## src/rtl/aes_block_sched_pkg.sv

```systemverilog
// Shared types and constants for the AES block scheduler: FSM states,
// AES-128 round count, round-constant seed/polynomial and the xtime helper.
package aes_package;

  localparam int         AES_NR        = 10;
  localparam logic [7:0] AES_RCON_INIT = 8'h01;
  localparam logic [7:0] AES_RCON_POLY = 8'h1b;

  typedef enum logic [2:0] {
    IDLE,
    GATHER,
    LOAD,
    ROUND,
    CAPTURE,
    SCATTER,
    DONE
  } aes_sched_state_t;

  // Multiply by x in GF(2^8) modulo the AES polynomial.
  function automatic logic [7:0] xtime(input logic [7:0] b);
    return {b[6:0], 1'b0} ^ (b[7] ? AES_RCON_POLY : 8'h00);
  endfunction

endpackage

```

## src/rtl/aes_block_sched_rcon.sv

```systemverilog
// Round-constant register for on-the-fly AES-128 key expansion:
// seeded to 0x01 before round 1 and multiplied by x once per round.
module aes_rcon_gen
  import aes_package::*;
(
  input  logic       clk,
  input  logic       reset_n,
  input  logic       clear,
  input  logic       init_i,
  input  logic       adv_i,
  output logic [7:0] rcon_o
);

  logic [7:0] r_rcon;

  always_ff @(posedge clk or negedge reset_n) begin
    if (!reset_n) begin
      r_rcon <= '0;
    end else if (clear) begin
      r_rcon <= '0;
    end else if (init_i) begin
      r_rcon <= AES_RCON_INIT;
    end else if (adv_i) begin
      r_rcon <= xtime(r_rcon);
    end
  end

  assign rcon_o = r_rcon;

endmodule

```

## src/rtl/aes_block_sched.sv

```systemverilog
// Job-level scheduler for the iterative AES-128 round core: gathers four
// plaintext words, drives load/round control, and scatters the ciphertext.
module aes_block_sched
  import aes_package::*;
#(
  parameter int NR    = AES_NR,
  parameter int CNT_W = 16
) (
  input  logic             clk,
  input  logic             reset_n,
  input  logic             clear,
  input  logic             start_i,
  input  logic [CNT_W-1:0] nblocks_i,
  output logic             busy_o,
  output logic             done_o,
  output logic [CNT_W-1:0] blocks_done_o,
  input  logic [31:0]      in_data_i,
  input  logic             in_valid_i,
  output logic             in_ready_o,
  output logic [31:0]      out_data_o,
  output logic             out_valid_o,
  input  logic             out_ready_i,
  output logic [127:0]     dp_block_o,
  output logic             dp_load_o,
  output logic             dp_key_load_o,
  output logic             dp_round_en_o,
  output logic [3:0]       dp_round_idx_o,
  output logic             dp_last_o,
  output logic [7:0]       dp_rcon_o,
  input  logic [127:0]     dp_state_i
);

  aes_sched_state_t  r_state;
  logic [CNT_W-1:0]  r_nblocks;
  logic [CNT_W-1:0]  r_blocks_done;
  logic [1:0]        r_word_cnt;
  logic [3:0]        r_round;
  logic [3:0][31:0]  r_buf;
  logic              r_done;

  logic [CNT_W-1:0]  w_blocks_next;
  logic              w_last_round;
  logic [7:0]        w_rcon;

  assign w_blocks_next = r_blocks_done + 1'b1;
  assign w_last_round  = (r_round == 4'(NR));

  aes_rcon_gen u_rcon (
    .clk    (clk),
    .reset_n(reset_n),
    .clear  (clear),
    .init_i (r_state == LOAD),
    .adv_i  (r_state == ROUND),
    .rcon_o (w_rcon)
  );

  always_ff @(posedge clk or negedge reset_n) begin
    if (!reset_n) begin
      r_state       <= IDLE;
      r_nblocks     <= '0;
      r_blocks_done <= '0;
      r_word_cnt    <= '0;
      r_round       <= '0;
      r_buf         <= '0;
      r_done        <= 1'b0;
    end else if (clear) begin
      r_state       <= IDLE;
      r_nblocks     <= '0;
      r_blocks_done <= '0;
      r_word_cnt    <= '0;
      r_round       <= '0;
      r_buf         <= '0;
      r_done        <= 1'b0;
    end else begin
      r_done <= 1'b0;
      case (r_state)
        IDLE: begin
          if (start_i) begin
            r_blocks_done <= '0;
            r_word_cnt    <= '0;
            // An empty job completes immediately without leaving IDLE.
            if (nblocks_i != '0) begin
              r_nblocks <= nblocks_i;
              r_state   <= GATHER;
            end else begin
              r_done <= 1'b1;
            end
          end
        end
        GATHER: begin
          if (in_valid_i) begin
            r_buf[r_word_cnt] <= in_data_i;
            r_word_cnt        <= r_word_cnt + 1'b1;
            if (r_word_cnt == 2'd3) r_state <= LOAD;
          end
        end
        LOAD: begin
          r_round <= 4'd1;
          r_state <= ROUND;
        end
        ROUND: begin
          r_round <= r_round + 1'b1;
          if (w_last_round) r_state <= CAPTURE;
        end
        CAPTURE: begin
          r_buf   <= dp_state_i;
          r_state <= SCATTER;
        end
        SCATTER: begin
          if (out_ready_i) begin
            r_word_cnt <= r_word_cnt + 1'b1;
            if (r_word_cnt == 2'd3) begin
              r_blocks_done <= w_blocks_next;
              if (w_blocks_next == r_nblocks) begin
                r_state <= DONE;
                r_done  <= 1'b1;
              end else begin
                r_state <= GATHER;
              end
            end
          end
        end
        DONE:    r_state <= IDLE;
        default: r_state <= IDLE;
      endcase
    end
  end

  assign busy_o         = (r_state != IDLE);
  assign done_o         = r_done;
  assign blocks_done_o  = r_blocks_done;
  assign in_ready_o     = (r_state == GATHER);
  assign out_valid_o    = (r_state == SCATTER);
  assign out_data_o     = r_buf[r_word_cnt];
  assign dp_block_o     = r_buf;
  assign dp_load_o      = (r_state == LOAD);
  assign dp_key_load_o  = (r_state == LOAD);
  assign dp_round_en_o  = (r_state == ROUND);
  assign dp_round_idx_o = (r_state == ROUND) ? r_round : 4'd0;
  assign dp_last_o      = (r_state == ROUND) && w_last_round;
  assign dp_rcon_o      = (r_state == ROUND) ? w_rcon : 8'h00;

endmodule

```

## config.mk

```make
export PLATFORM = sky130hd
export DESIGN_NAME = aes_block_sched
export DESIGN_NICKNAME = d
export VERILOG_FILES = /design/src/rtl/aes_block_sched_pkg.sv /design/src/rtl/aes_block_sched_rcon.sv /design/src/rtl/aes_block_sched.sv
export SDC_FILE = /design/constraint.sdc
export NUM_CORES = 1
export LEC_CHECK = 0
export ABC_AREA = 0
export BUFFER_PORTS_ARGS = -buffer_cell sky130_fd_sc_hd__buf_2
export CAP_MARGIN = 20
export CORE_MARGIN = 4
export CORE_UTILIZATION = 50
export CTS_CLUSTER_SIZE = 25
export DETAILED_ROUTE_END_ITERATION = 10
export GPL_TIMING_DRIVEN = 0
export PLACE_DENSITY = 0.83
export SYNTH_ARGS = -nofsm -noshare
export SYNTH_HDL_FRONTEND = slang
export SYNTH_SLANG_ARGS = --single-unit
```

## constraint.sdc

```tcl
create_clock -name clk -period 3 [get_ports clk]
set_input_delay 0.6 -clock clk [delete_from_list [all_inputs] [get_ports clk]]
set_output_delay 0.6 -clock clk [all_outputs]
set_load 0.01 [all_outputs]
```

==> flow_summary.toml <==
[outcome]
outcome = "finished, final reports clean"

[setup_path]
path_common_cell = "clkbuf_2"
r2r_setup_slack_ps = 130
crit_buf_inv = 5
critPathTopFamily = "buffers and inverters"
crit_type = "flop to flop"
r2r_start = "r_word_cnt[1]"
slowest_stage = "o21ai_2"
worstPathMaxFanout = 10
crit_start = "r_word_cnt[1]"
crit_arrival_ps = 3150
start_kind = "flop"
end_kind = "flop"
critPathMaxStageDelay_ps = 460
path_cells = "clkbuf_2 -> clkbuf_2 -> inv_1 -> ha_1 -> buf_1 -> o21ai_2 -> clkbuf_1 -> o21ai_0"
crit_required_ps = 3280

[route]
viasPerCell = 6.50
drc = 0
detail-route-antenna-nets = 0
wl_um = 40200
first_pass_iters = 6
routedWlPerCell_um = 24.4
drtIter0Drc = 1010
via_count = 10706

[yosys]
ys_seq_area_share_pct = 46.1
synth_cell_type_count = 57
syn_area_per_cell_um2 = 9.93
synth.area.top_cells = "dfrtp_1, a32oi_1, o21ai_0"
synthFlopType = "dfrtp_1"
synth_area_mm2 = 0.00965
ys_warn_count = 0
synth_cells = 972
synth_largest_area_cell = "dfrtp_1"
synthArstFlopShare_pct = 100
synth_top_area_share_pct = 46.1
synth_edf_count = 0
synth-seq-cells = 178
synth_fp_nets = 1161

[clock_tree]
clk_pin_slew_ps = 70
cts_buffers = 17
clockBufferDepth = 2
cts-root-buf = "clkbuf_16"
htree_levels = 4
cts-hold-fix-buffers = 0
worstSkewPairLatency_ps = 430
cts_tree = "built"
cts.sinks = 178

[global_routing]
first_global_vias = 10346
grt_pass1_wl_um = 60600
grt_use_total_pct = 36.1
gr-total-overflow = 0
grt_max_degree = 110
antenna_found_initial = 7

[layout]
multi_input_area_mm2 = 0.00477
nets = 1558
final_core_util_pct = 67.1
final_cells = 1648
seq_area_mm2 = 0.00445
nFillCells = 1541
drive_above_1_share_pct = 35.6
layout-area-overhead-vs-synth_pct = 30.8

[sta]
fmax_mhz = 348
hold_violations = 0
worst_pin_slew_ps = 968
fin_setup_tns_ps = 0
maxSlewViolCount = 0
finalCritPeriodShare_pct = 95.8
slew_headroom_pct = 35.0
whs_ps = 238
skew_ps = 9.95
fin_crit_ps = 2870
finalSetupViolCount = 0
grt_setup_unrepaired = "false"

[place]
gp_congestion = 0.943
io_buffers = 376
place_inst = 1609
hpwl_um = 30300

[floorplanning]
die_w_um = 147
die_y_um = 147
die_area_mm2 = 0.0216
fp-row-count = 50
start_util_pct = 51.3
core-area_mm2 = 0.0188
top_level_ports = 378

[job]
cap_violations = 0

[power]
power_frac_clock_pct = 34.5
switchingPower_mw = 2.44
combinationalPowerShare_pct = 27.5
ir_worst_vdd_mv = 0.378
swShare_pct = 33.4
internal-power_mw = 4.86
seqPwrFrac_pct = 38.0
p_leak_nw = 6.06
p_per_area_mw_per_mm2 = 578

[min_path]
hold_class = "input port to async pin"
[per-layer routing]
layer | GRT usage [%] | up-vias | wire length, µm
met4 | 14.5 | 2 | 1730
met1 | 46.9 | 5170 | 14700
met3 | 7.96 | 145 | 4650
li1 | - | 4481 | -
met5 | 0 | - | 11
met2 | 59.2 | 908 | 19100
[final timing paths]
kind                                    end  cells after the start
max reg2reg                  dp_block_o[44]                      8
min reg2reg                  dp_block_o[11]                      2
max                          dp_block_o[44]                      8
max in group asynchronous    dp_block_o[21]                      2
min                        blocks_done_o[8]                      1
min in group clk               r_nblocks[7]                      3
[per-stage QoR]
step | power (mW) | cell area, µm² | setup slack (ps)
finish | 7.30 | 12600 | 126
detailed placement | 4.76 | 11900 | -1270
floorplan | 3.87 | 9650 | 460
global route | 7.57 | 12600 | 0.950
global placement | 4.71 | 11900 | -1560
CTS | 7.26 | 12600 | 75.2
[synth_stat cells, drive strengths merged (3+ instances only)]
master / count
o31ai: 6
a21o: 4
and2: 13
a21oi: 9
a211oi: 3
nand2: 152
dfrtp: 178
mux4: 32
nor3: 8
xnor2: 13
nor2: 43
clkbuf: 76
a22oi: 33
ha: 7
a22o: 10
nand3: 12
o21ai: 160
xor2: 15
o41ai: 6
nand4: 9
inv: 8
nor4: 7
a32oi: 96
a31oi: 3
buf: 23
mux2i: 20
[area by class of cell]
class / count / area share [%]
Antenna cell: 6 / 0.119
Clock inverter: 14 / 1.77
Clock buffer: 18 / 3.40
Tap cell: 260 / 2.58
Timing Repair Buffer: 378 / 15.3
Inverter: 8 / 0.238
Buffer: 99 / 3.62
Multi-Input combinational cell: 687 / 37.8
Sequential cell: 178 / 35.3
[kinds of logic (layout without fill, tap and decap cells)]
logic type | after synthesis | count (layout) | share of synthesized area, %
buffers and inverters | 107 | 517 | 4.77
multiplexers | 52 | 52 | 9.54
AND/OR/NAND/NOR | 257 | 257 | 12.2
adder cells (fa/ha/maj) | 7 | 7 | 0.907
other | 0 | 6 | 0
AO/OA/AOI/OAI | 343 | 343 | 23.9
flip-flops | 178 | 178 | 46.1
XOR/XNOR | 28 | 28 | 2.54
[power groups by stage]
stage	Sequential [mW]	Clock, mW	Combinational (mW)
final	2.78	2.52	2.01
after floorplan	2.82	0	1.05
after detailed placement	2.81	0	1.95
after global routing	2.79	2.62	2.15
after global placement	2.80	0	1.90
after CTS	2.77	2.52	1.98
[cells in the final DEF (no fill, tap or decap), types with 17 or more instances in the layout]
cell and n:
o21ai_0 153, nand2_1 152, a22oi_1 33, clkbuf_2 19
clkbuf_1 56, mux2i_1 20, dfrtp_1 178, a32oi_1 96
mux4_2 32, buf_2 384, clkbuf_16 17, nor2_1 42
[registers in the layout (all words and copies together) (netlist names)]
| register | count |
|---|---|
| blocks_done_o | 16 |
| r_round | 4 |
| r_word_cnt | 2 |
| dp_block_o | 128 |
| r_state | 3 |
| u_rcon.rcon_o | 8 |
| r_nblocks | 16 |
| done_o | 1 |
[what timing repair did]
item / CTS / global route
resized for setup: 20 / 17
endpoints found under the setup margin: 124 / 43
setup buffers: 0 / 0
gates cloned: 0 / 0
pin swaps: 0 / 0
[worst register-to-register path: stages (launching register included)]
cell	delay [ps]
dfrtp_1	370
clkbuf_2	320
clkbuf_2	390
inv_1	130
ha_1	190
buf_1	230
o21ai_2	460
clkbuf_1	450
o21ai_0	200
Power figures use the tool's default switching activity.
